==> src/rtl/fifo_pkg.sv <==
// Shared constants and width helpers for the flop-based FIFO.
// FIFO_ERR_CNT_EN (optional macro) enables the drop/ignore error counters.
package fifo_pkg;

  localparam int unsigned ERR_CNT_W = 8;

  // Pointer width; a floor of 1 keeps the index legal for tiny depths.
  function automatic int unsigned ptr_w(input int unsigned depth);
    return (depth < 2) ? 32'd1 : 32'($clog2(depth));
  endfunction

  // Occupancy width: must hold the value DEPTH itself.
  function automatic int unsigned cnt_w(input int unsigned depth);
    return 32'($clog2(depth + 1));
  endfunction

endpackage

==> src/rtl/fifo_ptr_ctl.sv <==
// Pointer, occupancy, accept and status-flag control for fifo_flops_param.
// FIFO_ERR_CNT_EN adds saturating drop/ignore counters.
module fifo_ptr_ctl
  import fifo_pkg::*;
#(
  parameter int unsigned DEPTH  = 16,
  parameter int unsigned AF_THR = DEPTH - 2,
  parameter int unsigned AE_THR = 2,
  localparam int unsigned PW    = ptr_w(DEPTH),
  localparam int unsigned CW    = cnt_w(DEPTH)
) (
  input  logic                 clk,
  input  logic                 rst,
  input  logic                 push,
  input  logic                 pop,
  input  logic                 clr_err,
  output logic                 wr_en_c,
  output logic [PW-1:0]        wr_ptr,
  output logic [PW-1:0]        rd_ptr,
  output logic [CW-1:0]        count,
  output logic                 pndng,
  output logic                 full,
  output logic                 almost_full,
  output logic                 almost_empty,
  output logic                 overflow,
`ifdef FIFO_ERR_CNT_EN
  output logic [ERR_CNT_W-1:0] drop_cnt,
  output logic [ERR_CNT_W-1:0] ign_cnt,
`endif
  output logic                 underflow
);

  localparam logic [PW-1:0] PTR_LAST = PW'(DEPTH - 1);

  logic push_ok_c;
  logic pop_ok_c;
  logic drop_c;
  logic ign_c;

  function automatic logic [PW-1:0] ptr_inc(input logic [PW-1:0] p);
    return (p == PTR_LAST) ? '0 : p + PW'(1);
  endfunction

  // A pop frees a slot in the same cycle, so push is allowed when full with pop.
  always_comb begin
    push_ok_c = push & (~full | pop);
    pop_ok_c  = pop & pndng;
    drop_c    = push & full & ~pop;
    ign_c     = pop & ~pndng;
  end

  assign wr_en_c = push_ok_c;

  always_comb begin
    pndng        = (count != '0);
    full         = (count == CW'(DEPTH));
    almost_full  = (32'(count) >= AF_THR);
    almost_empty = (32'(count) <= AE_THR);
  end

  always_ff @(posedge clk or negedge rst) begin
    if (!rst) begin
      wr_ptr <= '0;
      rd_ptr <= '0;
      count  <= '0;
    end else begin
      if (push_ok_c) wr_ptr <= ptr_inc(wr_ptr);
      if (pop_ok_c)  rd_ptr <= ptr_inc(rd_ptr);
      case ({push_ok_c, pop_ok_c})
        2'b10:   count <= count + CW'(1);
        2'b01:   count <= count - CW'(1);
        default: count <= count;
      endcase
    end
  end

  // Sticky errors: a new event in the clearing cycle wins over clr_err.
  always_ff @(posedge clk or negedge rst) begin
    if (!rst) begin
      overflow  <= 1'b0;
      underflow <= 1'b0;
    end else begin
      overflow  <= (overflow  & ~clr_err) | drop_c;
      underflow <= (underflow & ~clr_err) | ign_c;
    end
  end

`ifdef FIFO_ERR_CNT_EN
  always_ff @(posedge clk or negedge rst) begin
    if (!rst) begin
      drop_cnt <= '0;
      ign_cnt  <= '0;
    end else begin
      if (clr_err)
        drop_cnt <= ERR_CNT_W'(drop_c);
      else if (drop_c && (drop_cnt != '1))
        drop_cnt <= drop_cnt + ERR_CNT_W'(1);

      if (clr_err)
        ign_cnt <= ERR_CNT_W'(ign_c);
      else if (ign_c && (ign_cnt != '1))
        ign_cnt <= ign_cnt + ERR_CNT_W'(1);
    end
  end
`endif

endmodule

==> src/rtl/fifo_flops_param.sv <==
// Flop-array FIFO with first-word fall-through output and sticky error flags.
// FIFO_ERR_CNT_EN adds drop_cnt/ign_cnt outputs.
module fifo_flops_param
  import fifo_pkg::*;
#(
  parameter int unsigned DEPTH  = 16,
  parameter int unsigned BITS   = 16,
  parameter int unsigned AF_THR = DEPTH - 2,
  parameter int unsigned AE_THR = 2,
  localparam int unsigned PW    = ptr_w(DEPTH),
  localparam int unsigned CW    = cnt_w(DEPTH)
) (
  input  logic                 clk,
  input  logic                 rst,
  input  logic [BITS-1:0]      Din,
  input  logic                 push,
  input  logic                 pop,
  input  logic                 clr_err,
  output logic [BITS-1:0]      Dout,
  output logic                 pndng,
  output logic                 full,
  output logic [CW-1:0]        count,
  output logic                 almost_full,
  output logic                 almost_empty,
  output logic                 overflow,
`ifdef FIFO_ERR_CNT_EN
  output logic [ERR_CNT_W-1:0] drop_cnt,
  output logic [ERR_CNT_W-1:0] ign_cnt,
`endif
  output logic                 underflow
);

  logic [BITS-1:0] mem [DEPTH];
  logic [PW-1:0]   wr_ptr;
  logic [PW-1:0]   rd_ptr;
  logic            wr_en_c;

  fifo_ptr_ctl #(
    .DEPTH  (DEPTH),
    .AF_THR (AF_THR),
    .AE_THR (AE_THR)
  ) u_ctl (
    .clk          (clk),
    .rst          (rst),
    .push         (push),
    .pop          (pop),
    .clr_err      (clr_err),
    .wr_en_c      (wr_en_c),
    .wr_ptr       (wr_ptr),
    .rd_ptr       (rd_ptr),
    .count        (count),
    .pndng        (pndng),
    .full         (full),
    .almost_full  (almost_full),
    .almost_empty (almost_empty),
    .overflow     (overflow),
`ifdef FIFO_ERR_CNT_EN
    .drop_cnt     (drop_cnt),
    .ign_cnt      (ign_cnt),
`endif
    .underflow    (underflow)
  );

  // Array is cleared on reset so Dout reads 0 until the first write.
  always_ff @(posedge clk or negedge rst) begin
    if (!rst) begin
      for (int i = 0; i < int'(DEPTH); i++) mem[i] <= '0;
    end else if (wr_en_c) begin
      mem[wr_ptr] <= Din;
    end
  end

  assign Dout = mem[rd_ptr];

endmodule

==> config.mk <==
export PLATFORM = sky130hd
export DESIGN_NAME = fifo_flops_param
export DESIGN_NICKNAME = d
export VERILOG_FILES = /design/src/rtl/fifo_pkg.sv /design/src/rtl/fifo_ptr_ctl.sv /design/src/rtl/fifo_flops_param.sv
export SDC_FILE = /design/constraint.sdc
export NUM_CORES = 1
export LEC_CHECK = 0
export ABC_AREA = 1
export CAP_MARGIN = 20
export CORE_MARGIN = 10
export CORE_UTILIZATION = 40
export CTS_BUF_LIST = sky130_fd_sc_hd__clkbuf_8
export CTS_CLUSTER_DIAMETER = 40
export CTS_CLUSTER_SIZE = 24
export DETAILED_ROUTE_END_ITERATION = 6
export MAX_ROUTING_LAYER = met4
export SLEW_MARGIN = 20
export SYNTH_ARGS = -nofsm -noshare
export SYNTH_HDL_FRONTEND = slang
export SYNTH_SLANG_ARGS = --single-unit
==> constraint.sdc <==
create_clock -name clk -period 2.5 [get_ports clk]
set_clock_uncertainty 0.2 [all_clocks]
set_input_delay 0.75 -clock clk [delete_from_list [all_inputs] [get_ports clk]]
set_output_delay 0.75 -clock clk [all_outputs]
set_load 0.02 [all_outputs]
==> run metrics <==
result of the run=finished, violations left; failing checks=setup timing; P_sw=~10 mW; RSZ-0062 raised after global routing=true; most common cell after layout, fill and taps aside=nand2_1; Clk network pwr share=0.184; first-pass GRT wire length=73.7 mm; worst setup margin=-0.688 ns; Pwr Total=approximately 23 mW; EDFF count, synth=0; Post-Syn Area=0.0138 mm²; most frequent cells in the layout=nand2_1 (609), nand3_1 (308), dfrtp_1 (268), nor2_1 (234), buf_4 (110); core box area=0.0337 mm²; Final period util=1.28; antenna viol nets, final=0; DR DRC count=0; CP max-delay cell=dfrtp_4; sequential share of power=0.327; largest net degree at the start of global routing=between 50 and 60; synth top area cells=dfrtp_1 (49%), nand2_1 (18%), nand3_1 (12%); Highest Clock Rate=314 MHz; Num Clock Sinks=271; final hold violation count=0; # rows=67; drt first pass iters=7; area grow syn2layout=24.7%; asr flop ratio synth=1.00; clock transition at the registers of the reported paths=~0.06 ns; WL per Instance=about 19 µm; Ys Warns=0; CTS Buffer Depth=3; share of layout cells above drive strength 1=0.187; count of different cell masters after synthesis=27; internal power=13.4 mW; cts bufs inserted=43; critical path fanouts, max=7; pwr dens=1360 mW/mm²; Synth Instances=1872; CP Class=reg -> out; Layout Nets=2006; Leakage Power=between 8 and 9 nW; 1st-iter DRT viols=between 1000 and 1500; max cap viols=0; Fill cells=approximately 3300; # diodes=0; gpl congestion=0.883; Req. time, crit path=1.55 ns; HPWL after detailed placement=29.3 mm; part of the power in combinational logic=0.490; hold depth=2; Via-to-Cell Ratio=5.29; Most common cell on crit path=nand2_2; initial antenna violation count=0; vias in the first global route=12900; Setup Total Neg Slack=-10.44 ns; worst hold path type=reg -> reg; worst slew pin tran=0.653 ns; CP max stage delay=0.59 ns; port bufs=47; ys flop type=dfrtp_1; global route total overflow=0; post-synthesis sequential area ratio=0.493; Sw Share=0.427; wirelength, routed=between 40 and 50 mm; Seq cells post-synth=271; GR Util All Layers=0.226; Skew-Pair Late Insertion Delay=0.57 ns; Die Width=205 µm; CP startpoint kind=register; crit end category=output pin; worst-path cell chain=buf_12 -> clkbuf_16 -> nor2_2 -> nor2_1 -> o21ai_0 -> nand2_1 -> nand2_2 -> nand2_2 -> inv_2 -> nand2_2 -> buf_6; Final Slew Violations=0; syn avg cell area=about 7.4 µm²; Post-Route Utilization=0.509; cell taking the most area after synthesis=dfrtp_1; Net Count, Synth=1902; Final Critical Period=3.19 ns; Max IR drop VDD=between 1 and 1.5 mV; die area=around 0.042 mm²; via count=between 10000 and 15000; chip height=205 µm; I/O pin count=48; worst slack, placed=-0.535 ns; CTS tree=built; Final setup viols=16; Yosys top cell area share=0.493; CP arrival=2.24 ns; Initial Utilization=0.408; Rel. slew slack=0.564; clock root cell=clkbuf_8; R2R depth=16; H-tree levels=2
-- path summary, 6_finish.rpt --
| path | from | end | slack, ns |
|---|---|---|---|
| hold reg to reg | mem[196] | mem[196] | 0.27 |
| setup reg to reg | u_ctl.count[3] | u_ctl.count[4] | 0.24 |
| max in group asynchronous | rst | mem[139] | 0.95 |
| hold / removal | mem[196] | mem[196] | 0.27 |
| setup / recovery | u_ctl.rd_ptr[0] | Dout[6] | -0.69 |
| min in group asynchronous | rst | mem[41] | 0.50 |
-- synthesized netlist by cell type (2+ instances only) --
master,instances
ha_1,9
nand3_1,319
nor2_1,261
nand2_4,8
xor2_1,4
nor2_2,17
a21oi_1,2
nand2_2,4
dfrtp_1,271
clkbuf_1,54
nand2_1,647
inv_1,39
buf_2,57
o21ai_0,137
clkinv_1,2
buf_6,3
buf_1,14
inv_2,3
buf_4,13
-- sequential cells by signal (all words and copies together), names as in the netlist --
register and count:
mem 256, u_ctl.count 5, u_ctl.rd_ptr 4, u_ctl.wr_ptr 4
u_ctl.overflow 1, u_ctl.underflow 1
-- metal layers --
layer / up-vias / track usage / routed length [µm]
met2: 436 / 0.343 / 20800
met3: 95 / 0.0393 / 3150
met4: 0 / 0.0832 / 1580
met5: - / - / 0
met1: 6282 / 0.299 / 20400
li1: 6186 / - / -
-- cells by family after synthesis --
logic type,share of synthesized area
buffers and inverters,0.0627
AOI/OAI and AO/OA,0.0519
and+or+nand+nor,0.381
adders and majority gates,0.00818
DFF,0.493
xor gates and xnor gates,0.00318
-- per-stage QoR --
stage / hold WS [ns] / instances / area [µm²]
global route: 0.284 / 2455 / 17200
global placement: 0.248 / 2362 / 15500
floorplan: 0.237 / 1872 / 13800
CTS: 0.268 / 2452 / 16900
finish: 0.266 / 2455 / 17200
detailed placement: 0.253 / 2362 / 15500
-- worst max-delay path, delay by kind of cell, from the launching register on --
family | cells | cell delay, ns
flops | 1 | 0.59
buf+inv | 4 | 0.54
compound gates | 1 | 0.07
simple gates | 6 | 0.49
-- power groups by stage --
stage | Sequential (mW) | Combinational, mW | Clock [mW]
floorplan | 7.22 | 6.10 | 0
global placement | 7.52 | 9.86 | 0
detailed placement | 7.53 | 10.0 | 0
CTS | 7.53 | 10.9 | 4.37
global route | 7.85 | 12.6 | 4.55
finish | 7.63 | 11.4 | 4.29
-- what timing repair did --
| item | 4_1_cts | 5_1_grt |
|---|---|---|
| gates resized for setup | 200 | 96 |
| hold buffers | 1 | 0 |
| cloned | 6 | 1 |
| endpoints found under the setup margin | 40 | 36 |
| hold endpoints to repair | 39 | 0 |
| buffers inserted | 7 | 2 |
| pin swaps | 19 | 23 |
-- cell type report --
class / instances / area, µm² / share of cell area
Multi-Input combinational cell: 1414 / 6440 / 0.375
Clock inverter: 29 / 309 / 0.0180
Clock buffer: 47 / 647 / 0.0377
Timing Repair Buffer: 201 / 2230 / 0.130
Sequential cell: 271 / 6790 / 0.395
Inverter: 45 / 189 / 0.0110
Tap cell: 448 / 561 / 0.0327
Power figures use the tool's default switching activity.
